`src/rtl/sr_ff_pkg.sv`:
```
// Shared types for the SR flip-flop bank: invalid-input policy encodings and lock FSM states.
// Latency: n/a (types only).
// Backpressure: n/a (types only).
package sr_ff_pkg;

    // Next-state policy applied to a bit that sees S=R=1 in an accepted command.
    typedef enum logic [1:0] {
        INV_HOLD   = 2'd0,
        INV_SET    = 2'd1,
        INV_RESET  = 2'd2,
        INV_TOGGLE = 2'd3
    } inv_policy_e;

    // Lock FSM states; LOCKED is only reachable when the lock feature is compiled in.
    typedef enum logic {
        ST_RUN    = 1'b0,
        ST_LOCKED = 1'b1
    } lock_state_e;

endpackage

```
`src/rtl/sr_ff_cell.sv`:
```
// One SR flip-flop bit: S/R next-state logic with configurable S=R=1 policy, enable, sync active-low reset.
// Latency: q updates on the rising edge after en=1; no combinational s/r-to-q path.
// Backpressure: none; en gates the update and is driven by the bank's accept strobe.
// Ports: clk, rst (sync, active-low), en, s, r, policy in; q out.
module sr_ff_cell
    import sr_ff_pkg::*;
(
    input  logic        clk,
    input  logic        rst,
    input  logic        en,
    input  logic        s,
    input  logic        r,
    input  inv_policy_e policy,
    output logic        q
);

    logic q_nxt;

    always_comb begin
        q_nxt = q;
        unique case ({s, r})
            2'b10: q_nxt = 1'b1;
            2'b01: q_nxt = 1'b0;
            2'b00: q_nxt = q;
            2'b11: begin
                case (policy)
                    INV_HOLD:   q_nxt = q;
                    INV_SET:    q_nxt = 1'b1;
                    INV_RESET:  q_nxt = 1'b0;
                    INV_TOGGLE: q_nxt = ~q;
                    default:    q_nxt = q;
                endcase
            end
            default: q_nxt = q;
        endcase
    end

    always_ff @(posedge clk) begin
        if (!rst) begin
            q <= 1'b0;
        end else if (en) begin
            q <= q_nxt;
        end
    end

endmodule

```
`src/rtl/sr_ff_bank.sv`:
```
// Bank of WIDTH SR flip-flops with valid/ready command handshake, sticky per-bit error flags, saturating error counter and irq.
// Latency: one cycle from accepted command to q/err_bit/err_cnt/irq.
// Backpressure: cmd_ready=0 in reset; with SR_FF_BANK_LOCK_EN defined, also 0 while LOCKED after an invalid command until err_clr.
// Ports: clk, rst (sync, active-low), cmd_valid/cmd_ready, s, r, err_clr in; q, qn, err_bit, err_cnt, irq out.
// Optional feature macro: SR_FF_BANK_LOCK_EN (RUN/LOCKED FSM that stalls commands after an invalid one).
module sr_ff_bank
    import sr_ff_pkg::*;
#(
    parameter int WIDTH      = 8,
    parameter int INV_POLICY = 0,
    parameter int CNT_W      = 8
) (
    input  logic             clk,
    input  logic             rst,
    input  logic             cmd_valid,
    output logic             cmd_ready,
    input  logic [WIDTH-1:0] s,
    input  logic [WIDTH-1:0] r,
    input  logic             err_clr,
    output logic [WIDTH-1:0] q,
    output logic [WIDTH-1:0] qn,
    output logic [WIDTH-1:0] err_bit,
    output logic [CNT_W-1:0] err_cnt,
    output logic             irq
);

    localparam inv_policy_e          POLICY  = inv_policy_e'(INV_POLICY[1:0]);
    localparam logic [CNT_W-1:0]     CNT_MAX = '1;

    logic             accept;
    logic             invalid;
    logic [WIDTH-1:0] inv_bits;
    logic [WIDTH-1:0] err_bit_nxt;
    logic [CNT_W-1:0] err_cnt_nxt;

    assign inv_bits = s & r;
    assign invalid  = |inv_bits;
    assign accept   = cmd_valid & cmd_ready;

    for (genvar i = 0; i < WIDTH; i++) begin : g_cell
        sr_ff_cell u_cell (
            .clk    (clk),
            .rst    (rst),
            .en     (accept),
            .s      (s[i]),
            .r      (r[i]),
            .policy (POLICY),
            .q      (q[i])
        );
    end

    assign qn = ~q;

    // Clear is applied first so that an error arriving in the same cycle survives it.
    always_comb begin
        err_bit_nxt = err_clr ? '0 : err_bit;
        err_cnt_nxt = err_clr ? '0 : err_cnt;
        if (accept) begin
            err_bit_nxt = err_bit_nxt | inv_bits;
            if (invalid && (err_cnt_nxt != CNT_MAX)) begin
                err_cnt_nxt = err_cnt_nxt + 1'b1;
            end
        end
    end

    // irq is registered from the same next-state as err_bit so the two move together.
    always_ff @(posedge clk) begin
        if (!rst) begin
            err_bit <= '0;
            err_cnt <= '0;
            irq     <= 1'b0;
        end else begin
            err_bit <= err_bit_nxt;
            err_cnt <= err_cnt_nxt;
            irq     <= |err_bit_nxt;
        end
    end

`ifdef SR_FF_BANK_LOCK_EN
    lock_state_e state;
    lock_state_e state_nxt;

    always_ff @(posedge clk) begin
        if (!rst) begin
            state <= ST_RUN;
        end else begin
            state <= state_nxt;
        end
    end

    always_comb begin
        state_nxt = state;
        case (state)
            ST_RUN:    if (accept && invalid) state_nxt = ST_LOCKED;
            ST_LOCKED: if (err_clr)           state_nxt = ST_RUN;
            default:   state_nxt = ST_RUN;
        endcase
    end

    assign cmd_ready = rst && (state == ST_RUN);
`else
    assign cmd_ready = rst;
`endif

endmodule

```
`config.mk`:
```
export PLATFORM = sky130hd
export DESIGN_NAME = sr_ff_bank
export DESIGN_NICKNAME = d
export VERILOG_FILES = /design/src/rtl/sr_ff_pkg.sv /design/src/rtl/sr_ff_cell.sv /design/src/rtl/sr_ff_bank.sv
export SDC_FILE = /design/constraint.sdc
export NUM_CORES = 1
export LEC_CHECK = 0
export BUFFER_PORTS_ARGS = -buffer_cell sky130_fd_sc_hd__buf_2
export CAP_MARGIN = 20
export CORE_ASPECT_RATIO = 0.8
export CORE_MARGIN = 3
export CORE_UTILIZATION = 43
export CTS_CLUSTER_SIZE = 25
export DETAILED_ROUTE_END_ITERATION = 16
export HOLD_SLACK_MARGIN = 0.02
export PLACE_DENSITY = 0.75
export SETUP_SLACK_MARGIN = 0.5
export SYNTH_ARGS = -nofsm -noshare
export SYNTH_HDL_FRONTEND = slang
export SYNTH_HIERARCHICAL = 1
export SYNTH_SLANG_ARGS = --single-unit
export TNS_END_PERCENT = 1
```
`constraint.sdc`:
```
create_clock -name clk -period 1.4 [get_ports clk]
set_input_delay 0.28 -clock clk [delete_from_list [all_inputs] [get_ports clk]]
set_output_delay 0.28 -clock clk [all_outputs]
set_load 0.03 [all_outputs]
```
==> metrics.md, run 1 <==
| Metric | Value |
|---|---|
| Wire length per cell | 12.4 µm |
| Cts hold-fix bufs | 0 |
| Die height | about 56 µm |
| Min cycle time layout | 1.33 ns |
| Root buf cell | clkbuf_8 |
| Register area share after synthesis | 36.6% |
| Layout cells sized above 1 | about half |
| CTS Buf Count | 3 |
| Post-CTS Setup Inserts | 0 |
| Combinational group share of total power | 25.7% |
| Power per standard cell area | between 700 and 800 mW/mm² |
| Final Max Slew Viols | 0 |
| Peak supply drop | 0.732 mV |
| Worst Hold Path EP | g_cell[0].u_cell/q |
| Largest net degree at the start of global routing | 15 |
| Max FO, Critical Path | 5 |
| RR Startpoint | err_cnt[1] |
| Share of power burned in registers | 47.5% |
| Hold_sp | r[0] |
| Post-synth EDFFs | 0 |
| Critical-path cell list | buf_2 > a222oi_1 > buf_4 > a31oi_4 > buf_6 > a211oi_2 > a31o_1 |
| Worst path slowest cell | a222oi_1 |
| Register area | 514 µm² |
| Count of clock tree sinks | 25 |
| Later-pin clock latency in the skew report | ~0.27 ns |
| Filler instances | 244 |
| FP Rows | 17 |
| Startpoint Class | input pin |
| Hold Slack | 0.275 ns |
| Final hold violation count | 0 |
| Fraction of registers with async set/reset | 0% |
| Max Freq | approximately 0.75 GHz |
| FF+latch count, synth | 25 |
| Placer Congestion | between 0.8 and 0.9 |
| Aggregate routed wire length | 3.66 mm |
| Hold-critical path depth | 3 |
| Vias in the first global route | 1340 |
| P_sw | 0.478 mW |
| Antenna diodes | 0 |
| Final Cycle Share | between 90% and 100% |
| Clock share of power | between 20 and 30% |
| Clock Skews | 0.00513 ns |
| Detail Placement HPWL | 2.92 mm |
| Commonest cells after routing, fill and taps aside | 54 x buf_2, 33 x buf_4, 20 x inv_1 |
| Slowest stage delay, CP | between 0.3 and 0.4 ns |
| Clock-pin slew on the worst setup and hold paths | 0.09 ns |
| Switch share | a little under a third |
| Crit Path Class | input pin to flip-flop |
| Outcome | finished, final reports clean |
| # IOs | 54 |
| Final net count | between 200 and 300 |
| # setup viols final | 0 |
| Max cap viols | 0 |
| 1st-iter DRT viols | 60 |
| RSZ-0062 raised after global routing | yes |
| CP Capture Type | flip-flop |
| Flop-to-flop setup slack | 0.08 ns |
| FF-to-FF End | err_cnt[6] |
| Internal power | roughly 1.1 mW |
| Die ar. | 0.00389 mm² |
| Initial antenna violation count | 0 |
| Area of the multi-input gates | between 800 and 900 µm² |
| Core ar. | 0.00289 mm² |
| First-pass GRT wire length | roughly 6 mm |
| Syn Inst Count | 154 |
| GRT overflow | 0 |
| H-tree depth | 1 |
| Top FF cell, synth | dfxtp_1 |
| WP data arrival | 1.53 ns |
| Die Wd | between 60 and 70 µm |
| Worst hold path class | input pin to flip-flop |
| WP data required | 1.60 ns |
| Initial Util | between 40% and 50% |
| Crit path buffers/inverters | 3 |
| Vias per Instance | about 5.1 |
| Vias | roughly 1500 |
| Pleak | between 0.9 and 1 nW |
| Count of different cell masters after synthesis | 42 |
| Port bufs | between 50 and 60 |
| Crit path max-delay family | compound AO/OA/AOI/OAI gates |
| First drt pass iteration count | 4 |
| CTS max path bufs | 2 |
| PnR Total Power | ~1.6 mW |
| Most common cell after layout, fill and taps aside | buf_2 |
| Area growth from synthesis to layout | 50.6% |
| Avg Inst Size Synth | 8.87 µm² |
| Mapped cell area | 0.00137 mm² |
| Synthesis Warnings | 6 |
| # DRC | 0 |
| Total global-route track usage | 19.1% |
| CTS tree | built |
| Routed Antenna Nets | 0 |
| R2R cell count | 4 |
worst max-delay path by stage:
| stage | startpoint | depth (start not counted) | to | slack, ns |
|---|---|---|---|---|
| detailed placement | s[1] | 7 | err_cnt[2] | -0.24 |
| global route | s[1] | 7 | err_cnt[4] | 0.02 |
| finish | s[1] | 7 | err_cnt[4] | 0.07 |
| CTS | err_cnt[5] | 4 | err_cnt[5] | 0.08 |
| global placement | s[1] | 7 | err_cnt[2] | -0.26 |
| floorplan | r[2] | 5 | err_cnt[2] | -0.04 |
power groups by stage:
stage                     Sequential, mW  Clock, mW  Combinational (mW)
after floorplan                    0.814          0               0.170
after global placement             0.770          0               0.388
after detailed placement           0.771          0               0.394
after CTS                          0.754      0.434               0.405
after global routing               0.757      0.464               0.440
final                              0.752      0.425               0.407
flip-flops by register name, indices dropped and copies added (netlist names):
name / flops
err_bit: 8
irq: 1
g_cell.u_cell/q: 8
err_cnt: 8
stage by stage:
step           TNS, ns  setup slack [ns]  area (µm²)  instances  util, %
6_report             0            0.0703        2060        296     71.2
2_1_floorplan   -0.153           -0.0431        1440        169        -
4_1_cts              0            0.0790        2050        296     70.8
3_3_place_gp     -1.57            -0.261        1980        291     68.4
5_1_grt              0            0.0159        2060        296     71.2
3_5_place_dp     -1.73            -0.245        1980        291     68.4
layer usage:
layer | routed length, µm | track usage, % | part of all wire (%) | vias to the layer above
met1 | 1750 | 26.8 | 48 | 693
met4 | 14 | 1.95 | 0.38 | 0
met5 | 0 | 0 | 0 | -
met3 | 286 | 5.55 | 7.8 | 2
li1 | - | - | - | 773
met2 | 1610 | 29.9 | 44 | 52
worst register-to-register path, stage by stage, from the launching register on:
cell and delay [ns]:
dfxtp_4 0.37, and3_1 0.19, and4_1 0.18, a311o_1 0.35, a21oi_1 0.15
synth_stat cells (all sizes together) (3+ instances only):
master | n | area, µm²
a32oi | 4 | 35.0
buf | 3 | 23.8
nand2 | 14 | 52.6
a21o | 8 | 70.1
dfxtp | 25 | 500
nand3 | 10 | 50.1
inv | 20 | 75.1
and2 | 3 | 18.8
nor2 | 8 | 30.0
o221ai | 9 | 129
a31oi | 3 | 18.8
a32o | 3 | 30.0
a21oi | 14 | 100
area by class of cell:
type	instances	area share (%)
Multi-Input combinational cell	120	40.9
Timing Repair Buffer	88	25.7
Sequential cell	25	25.0
Inverter	21	3.83
Tap cell	38	2.31
Clock buffer	3	2.01
Clock inverter	1	0.243
repair_timing:
| item | CTS | global route |
|---|---|---|
| gates resized for setup | 4 | 2 |
| gates cloned | 1 | 0 |
| pin swaps | 7 | 3 |
| setup endpoints to repair | 57 | 58 |
cells by family (layout without fill, tap and decap cells):
family	count (synthesis)	in the layout	synth area share, %
other	1	16	0.274
and+or+nand+nor	47	47	17.0
DFF	25	25	36.6
buffers and inverters	24	113	7.51
AOI/OAI and AO/OA	57	57	38.6
Note: power is estimated with default switching activity, not from simulation.
==> run 2, diff against run 1 <==
--- a/config.mk
+++ b/config.mk
@@ -12,6 +12,7 @@
 export CORE_UTILIZATION = 43
 export CTS_CLUSTER_SIZE = 25
 export DETAILED_ROUTE_END_ITERATION = 16
+export GPL_TIMING_DRIVEN = 0
 export HOLD_SLACK_MARGIN = 0.02
 export PLACE_DENSITY = 0.75
 export SETUP_SLACK_MARGIN = 0.5
==> run 2 against run 1 <==
  * The run now ends with negative setup slack left
  * Combinational power down 4%
  * Clock power about the same
  * Core utilization up 2.1 points
  * Critical path depth is 1 lower
  * Maximum frequency decreased by 6.8%
  * Count of clock-buffer cells in the layout did not move
  * Largest cell class unchanged
==> metrics.md, run 2 (synthesized netlist as in run 1, its figures left out) <==
| Metric | Value |
|---|---|
| Outcome | finished, violations left (was finished, final reports clean) |
| Failing checks | negative setup slack |
| Die ar. | 0.00389 mm² (unchanged) |
| Initial antenna violation count | 0 (unchanged) |
| Later-pin clock latency in the skew report | 0.27 ns (about the same) |
| GRT overflow | 0 (unchanged) |
| Detail Placement HPWL | 2.48 mm (was 2.92 mm) |
| CTS tree | built (unchanged) |
| Combinational group share of total power | 25.0% (was 25.7%) |
| CP Capture Type | flip-flop (unchanged) |
| Hold Slack | 0.178 ns (was 0.275 ns) |
| Regs by FF count | err_bit (8), err_cnt (8), g_cell.u_cell/q (8) (unchanged) |
| Slowest stage delay, CP | 0.52 ns (was 0.39 ns) |
| Final Cycle Share | 102% (was 95.0%) |
| Cts hold-fix bufs | 0 (unchanged) |
| Routed Antenna Nets | 0 (unchanged) |
| Worst Slack Setup Final | -0.0267 ns (was 0.0703 ns) |
| Wire length per cell | 13.4 µm (was 12.4 µm) |
| Commonest cells after routing, fill and taps aside | 31 x buf_6, 20 x buf_2, 17 x dfxtp_2 (was 54 x buf_2, 33 x buf_4, 20 x inv_1) |
| Port bufs | 53 (unchanged) |
| Worst hold path class | input pin to flip-flop (unchanged) |
| Switch share | 30.0% (was 30.2%) |
| Layout cells sized above 1 | 54.3% (was 49.2%) |
| Area of the multi-input gates | 831 µm² (was 842 µm²) |
| # setup viols final | 3 (was 0) |
| CTS max path bufs | 2 (unchanged) |
| Cell Area, Placed | 0.00175 mm² (was 0.00198 mm²) |
| Min cycle time layout | 1.43 ns (was 1.33 ns) |
| Clock-pin slew on the worst setup and hold paths | 0.09 ns (about the same) |
| Inst Count DP | 260 (was 291) |
| FP Rows | 17 (unchanged) |
| Initial Util | 47.2% (unchanged) |
| First-pass GRT wire length | 6.39 mm (was 6.18 mm) |
| Worst path slowest cell | a222oi_1 (unchanged) |
| Total global-route track usage | 19.8% (was 19.1%) |
| Startpoint Class | input pin (unchanged) |
| Largest net degree at the start of global routing | 17 (was 15) |
| Crit path max-delay family | compound AO/OA/AOI/OAI gates (unchanged) |
| RSZ-0062 raised after global routing | yes (unchanged) |
| Most frequent CP cell | buf_6 |
| Share of power burned in registers | 48.0% (was 47.5%) |
| Die height | 56.4 µm (unchanged) |
| Filler instances | 224 (was 244) |
| Final hold violation count | 0 (unchanged) |
| Critical-path cell list | buf_6 > a222oi_1 > a31oi_1 > buf_6 > a41o_1 > o41ai_1 (was buf_2 > a222oi_1 > buf_4 > a31oi_4 > buf_6 > a211oi_2 > a31o_1) |
| H-tree depth | 1 (unchanged) |
| # IOs | 54 (unchanged) |
| Final net count | 255 (was 279) |
| Slew at the pin closest to its max-slew limit | 0.523 ns |
| Placer Congestion | 0.777 (was 0.838) |
| Die Wd | 69.0 µm (unchanged) |
| Crit path buffers/inverters | 2 (was 3) |
| Vias | 1456 (was 1520) |
| First drt pass iteration count | 4 (unchanged) |
| Aggregate routed wire length | 3.64 mm (was 3.66 mm) |
| Antenna diodes | 0 (unchanged) |
| Pleak | 0.885 nW (was 0.970 nW) |
| Root buf cell | clkbuf_8 (unchanged) |
| Max cap viols | 0 (unchanged) |
| Clock Skews | 0.00447 ns (was 0.00513 ns) |
| Count of clock tree sinks | 25 (unchanged) |
| Area growth from synthesis to layout | 55.0% (was 50.6%) |
| Most common cell after layout, fill and taps aside | buf_6 (was buf_2) |
| Clock share of power | 27.0% (was 26.8%) |
| Vias per Instance | 5.35 (was 5.14) |
| CTS Buf Count | 3 (unchanged) |
| # DRC | 0 (unchanged) |
| Max FO, Critical Path | 10 (was 5) |
| Internal power | 1.10 mW (was 1.11 mW) |
| WP data required | 1.56 ns (was 1.60 ns) |
| WP data arrival | 1.58 ns (was 1.53 ns) |
| Crit Path Class | input pin to flip-flop (unchanged) |
| Slew HR | 65.2% |
| Peak supply drop | 0.653 mV (was 0.732 mV) |
| Power per standard cell area | 741 mW/mm² (was 769 mW/mm²) |
| Max Freq | 0.701 GHz (was 0.752 GHz) |
| Final Max Slew Viols | 0 (unchanged) |
| 1st-iter DRT viols | 116 (was 60) |
| Fin cells | 272 (was 296) |
| Core ar. | 0.00289 mm² (unchanged) |
| P_sw | 0.471 mW (was 0.478 mW) |
| Register area | 548 µm² (was 514 µm²) |
| Fin area | 0.00212 mm² (was 0.00206 mm²) |
| Vias in the first global route | 1338 (was 1340) |
[run 2: cell count changes in the layout (fill, tap and decap cells not counted), sizes merged]
cell | before | now
buf | 88 | 63
clkinvlp | 0 | 3
clkinv | 2 | 1
inv | 20 | 19
[run 2: what timing repair did]
action / in CTS / in global routing
endpoints found under the setup margin: 55 / 58
gates resized for setup: 88 / 13
buffers inserted: 7 / 0
cloned: 1 / 0
pin swaps: 8 / 0
[run 2: final timing paths]
check,start,endpoint,slack [ns],depth (start not counted)
max,r[1],err_cnt[2],-0.03,6
min,r[1],g_cell[1].u_cell/q,0.18,2
max reg2reg,err_cnt[0],err_cnt[6],-0.02,5
min reg2reg,err_cnt[2],err_cnt[2],0.52,1
[run 2: power by group through the flow]
stage	clock (mW)	combinational, mW	sequential (mW)
5_1_grt	0.463	0.426	0.759
3_3_place_gp	0	0.327	0.770
2_1_floorplan	0	0.170	0.814
3_5_place_dp	0	0.330	0.770
4_1_cts	0.430	0.384	0.754
6_report	0.424	0.392	0.754
[run 2: routing by layer]
| layer | global-route usage, % | vias up | wire, µm |
|---|---|---|---|
| li1 | - | 734 | - |
| met1 | 27.7 | 662 | 1650 |
| met3 | 5.72 | 2 | 323 |
| met2 | 31.5 | 58 | 1650 |
| met4 | 1.67 | 0 | 16 |
| met5 | 0 | - | 0 |
[run 2: stage by stage]
step,total power [mW],util [%],setup TNS [ns],worst slack (ns)
after floorplan,0.983,-,-0.153,-0.0431
after global placement,1.10,60.6,-8.46,-0.560
after detailed placement,1.10,60.6,-8.94,-0.578
after CTS,1.57,72.3,0,0.0164
after global routing,1.65,73.2,-0.586,-0.110
final,1.57,73.2,-0.0630,-0.0267
[run 2: final cells by class]
cell class / count / share of cell area, %
well taps: 38 / 2.24
repair inverters: 1 / 0.354
clock buffers: 3 / 1.95
multi-input cells: 120 / 39.2
plain buffers: 3 / 1.42
repair buffers: 60 / 24.6
flip-flops and latches: 25 / 25.9
inverters: 21 / 4.08
clock inverters: 1 / 0.236
==> run 3, diff against run 2 <==
--- a/config.mk
+++ b/config.mk
@@ -8,7 +8,7 @@
 export BUFFER_PORTS_ARGS = -buffer_cell sky130_fd_sc_hd__buf_2
 export CAP_MARGIN = 20
 export CORE_ASPECT_RATIO = 0.8
-export CORE_MARGIN = 3
+export CORE_MARGIN = 2
 export CORE_UTILIZATION = 43
 export CTS_CLUSTER_SIZE = 25
 export DETAILED_ROUTE_END_ITERATION = 16
@@ -18,6 +18,5 @@
 export SETUP_SLACK_MARGIN = 0.5
 export SYNTH_ARGS = -nofsm -noshare
 export SYNTH_HDL_FRONTEND = slang
-export SYNTH_HIERARCHICAL = 1
 export SYNTH_SLANG_ARGS = --single-unit
 export TNS_END_PERCENT = 1
==> run 3 against run 2 <==
  * The run still ends with negative setup slack left
  * Clock power is 2% higher
  * Via count fell by 12%
  * Global-route usage is 0.80 points lower
  * First-iteration DRC count is 69% lower
  * Maximum frequency shrank 7.4%
  * Non-clock buffer count increased by 6
  * Critical endpoint is now err_cnt[7]
==> metrics.md, run 3 <==
| Metric | Value |
|---|---|
| Outcome | finished, violations left (unchanged) |
| Failing checks | negative setup slack (unchanged) |
| Vias per Instance | 5.07 (was 5.35) |
| Area leader, netlist | dfxtp_1 (unchanged) |
| Final Cycle Share | 110% (was 102%) |
| RSZ-0062 raised after global routing | yes (unchanged) |
| Largest net degree at the start of global routing | 14 (was 17) |
| Synth Area in Simple Gates | 19.4% (was 17.0%) |
| Top FF cell, synth | dfxtp_1 (unchanged) |
| # setup viols final | 8 (was 3) |
| Post-Syn Nets | 188 |
| Largest family of logic cells by synthesized area | simple AND/OR/NAND/NOR gates (was compound AO/OA/AOI/OAI gates) |
| Synth Area in Adders | 14.4% (was 0%) |
| Post-synth EDFFs | 0 (unchanged) |
| First-pass GRT wire length | 5.18 mm (was 6.39 mm) |
| FP Rows | 18 (was 17) |
| Placer Congestion | 0.767 (was 0.777) |
| Routed Antenna Nets | 0 (unchanged) |
| Wire length per cell | 13.2 µm (was 13.4 µm) |
| Register area share after synthesis | 36.1% (was 36.6%) |
| Commonest cells after routing, fill and taps aside | 46 x buf_6, 18 x dfxtp_2, 17 x nor2_1 (was 31 x buf_6, 20 x buf_2, 17 x dfxtp_2) |
| Final net count | 250 (was 255) |
| Power per standard cell area | 795 mW/mm² (was 741 mW/mm²) |
| Startpoint Class | input pin (unchanged) |
| Top-area cell type share of the netlist area | 36.1% (was 36.6%) |
| Critical path origin | r[5] (was r[1]) |
| Detail Placement HPWL | 2.28 mm (was 2.48 mm) |
| 1st-iter DRT viols | 36 (was 116) |
| Vias | 1283 (was 1456) |
| Regs by FF count | err_bit (8), err_cnt (8), g_cell.u_cell.q (8) (was err_bit (8), err_cnt (8), g_cell.u_cell/q (8)) |
| # IOs | 54 (unchanged) |
| Count of different cell masters after synthesis | 31 (was 42) |
| Top-count cell post-synth | dfxtp_1 (unchanged) |
| Vias in the first global route | 1145 (was 1338) |
| Compound-Gate Fraction of Synth Area | 19.2% (was 38.6%) |
| Slew at the pin closest to its max-slew limit | 0.453 ns (was 0.523 ns) |
| Syn Inst Count | 152 (was 154) |
| Clock Skews | 0.00480 ns (was 0.00447 ns) |
| Mapped cell area | 0.00139 mm² (was 0.00137 mm²) |
| Core ar. | 0.00309 mm² (was 0.00289 mm²) |
| Hold Slack | 0.301 ns (was 0.178 ns) |
| GRT overflow | 0 (unchanged) |
| Worst Slack Setup Final | -0.141 ns (was -0.0267 ns) |
| Setup TNS | -0.706 ns (was -0.0630 ns) |
| FF+latch count, synth | 25 (unchanged) |
| Initial Util | 45.0% (was 47.2%) |
| Place WS | -0.441 ns (was -0.578 ns) |
| Final Max Slew Viols | 0 (unchanged) |
| CTS max path bufs | 2 (unchanged) |
| Crit Path Class | input pin to flip-flop (unchanged) |
| # DRC | 0 (unchanged) |
| Commonest cells in the synthesized netlist | 25 x dfxtp_1, 17 x inv_1, 17 x nor2_1 (was 25 x dfxtp_1, 20 x inv_1, 14 x nand2_1) |
| Layout cells sized above 1 | 58.7% (was 54.3%) |
| Die Wd | 67.5 µm (was 69.0 µm) |
| Avg Inst Size Synth | 9.13 µm² (was 8.87 µm²) |
| RR Startpoint | err_cnt[0] (unchanged) |
| Max FO, Critical Path | 7 (was 10) |
| Hold_sp | r[5] (was r[1]) |
| WP data required | 1.57 ns (was 1.56 ns) |
| Aggregate routed wire length | 3.34 mm (was 3.64 mm) |
| Total global-route track usage | 19.0% (was 19.8%) |
| Most common cell after layout, fill and taps aside | buf_6 (unchanged) |
| Final hold violation count | 0 (unchanged) |
| Clock-pin slew on the worst setup and hold paths | 0.09 ns (about the same) |
| Peak supply drop | 0.416 mV (was 0.653 mV) |
| Later-pin clock latency in the skew report | 0.27 ns (about the same) |
| Initial antenna violation count | 0 (unchanged) |
| Max Freq | 0.649 GHz (was 0.701 GHz) |
| First drt pass iteration count | 4 (unchanged) |
| Antenna diodes | 0 (unchanged) |
| Die ar. | 0.00370 mm² (was 0.00389 mm²) |
| WP data arrival | 1.72 ns (was 1.58 ns) |
| Synthesis Warnings | 0 (was 6) |
| Slew HR | 69.8% (was 65.2%) |
| Worst hold path class | input pin to flip-flop (unchanged) |
| Cell Area, Placed | 0.00174 mm² (was 0.00175 mm²) |
| Area growth from synthesis to layout | 59.7% (was 55.0%) |
| H-tree depth | 1 (unchanged) |
| CTS tree | built (unchanged) |
| Root buf cell | clkbuf_8 (unchanged) |
| Min cycle time layout | 1.54 ns (was 1.43 ns) |
| Fin area | 0.00222 mm² (was 0.00212 mm²) |
| Pleak | 0.953 nW (was 0.885 nW) |
| Fraction of registers with async set/reset | 0% (unchanged) |
| Post-synthesis mux area share | 0% (unchanged) |
| CTS Buf Count | 3 (unchanged) |
| Top cells by area, synth | dfxtp_1 36%, ha_1 14%, a211oi_1 4.9% (was dfxtp_1 37%, o221ai_2 8.8%, inv_1 5.5%) |
| Xor/xnor cell area share of the yosys netlist | 0% (unchanged) |
| Die height | 54.8 µm (was 56.4 µm) |
| Port bufs | 52 (was 53) |
| CP Capture Type | flip-flop (unchanged) |
| Max cap viols | 0 (unchanged) |
| Count of clock tree sinks | 25 (unchanged) |
[run 3: cell types whose count changed in the layout (fill, tap and decap cells not counted), sizes merged, moves of 6 or more]
| cell | previous run | this run |
|---|---|---|
| conb | 16 | 0 |
| ha | 0 | 16 |
| nand2 | 14 | 2 |
| a211oi | 1 | 10 |
| nor2 | 8 | 17 |
| o221ai | 9 | 0 |
| a21o | 8 | 0 |
| a21oi | 14 | 6 |
| nand3 | 10 | 3 |
| nor2b | 1 | 8 |
| or4 | 0 | 7 |
| a22oi | 2 | 8 |
[run 3: worst paths after layout]
path                         to  depth (start not counted)  slack (ns)
min          g_cell[5].u_cell.q                          3        0.30
max                  err_cnt[7]                          6       -0.14
max reg2reg          err_cnt[2]                          5       -0.10
min reg2reg          err_cnt[6]                          2        0.52
[run 3: logic make-up (layout without fill, tap and decap cells)]
group                      after synthesis  count (layout)
adders and majority gates               16              16
DFF                                     25              25
and+or+nand+nor                         47              47
AOI/OAI and AO/OA                       33              33
buffers and inverters                   31              92
[run 3: routing by layer]
metal  track usage (%)  share of wire, %  vias up
met2              31.5                46       47
li1                  -                 -      642
met3              4.12               5.8        5
met1              24.8                47      589
met4              6.12               1.1        0
met5                 0                 0        -
[run 3: power breakdown]
part	leakage, nW	internal (mW)	switching, mW
clock network	0.0228	0.204	0.227
registers	0.213	0.752	0.0357
logic	0.718	0.263	0.280
[run 3: per-stage QoR]
step / std cells / total power [mW] / utilization, %
floorplan: 152 / 1.07 / -
global placement: 244 / 1.18 / 56.5
detailed placement: 244 / 1.19 / 56.5
CTS: 253 / 1.75 / 70.1
global route: 253 / 1.84 / 71.8
finish: 253 / 1.76 / 71.8
[run 3: what timing repair did]
action,4_1_cts,5_1_grt
endpoints found under the setup margin,55,59
hold endpoints to repair,0,0
pin swaps,17,8
setup buffers,5,0
hold buffers,0,0
resized for setup,113,18
[run 3: cell type report]
cell class | instances | area, µm²
plain buffers | 12 | 114
repair buffers | 57 | 548
clock buffers | 4 | 45.0
flip-flops and latches | 25 | 531
multi-input cells | 96 | 857
fillers | 230 | 870
well taps | 40 | 50.0
inverters | 19 | 71.3
[run 3: worst max-delay path, stage by stage]
cell	delay, ns
buf_8	0.10
ha_4	0.15
or4_4	0.58
o2111ai_4	0.31
nor2_1	0.09
o21ba_2	0.21
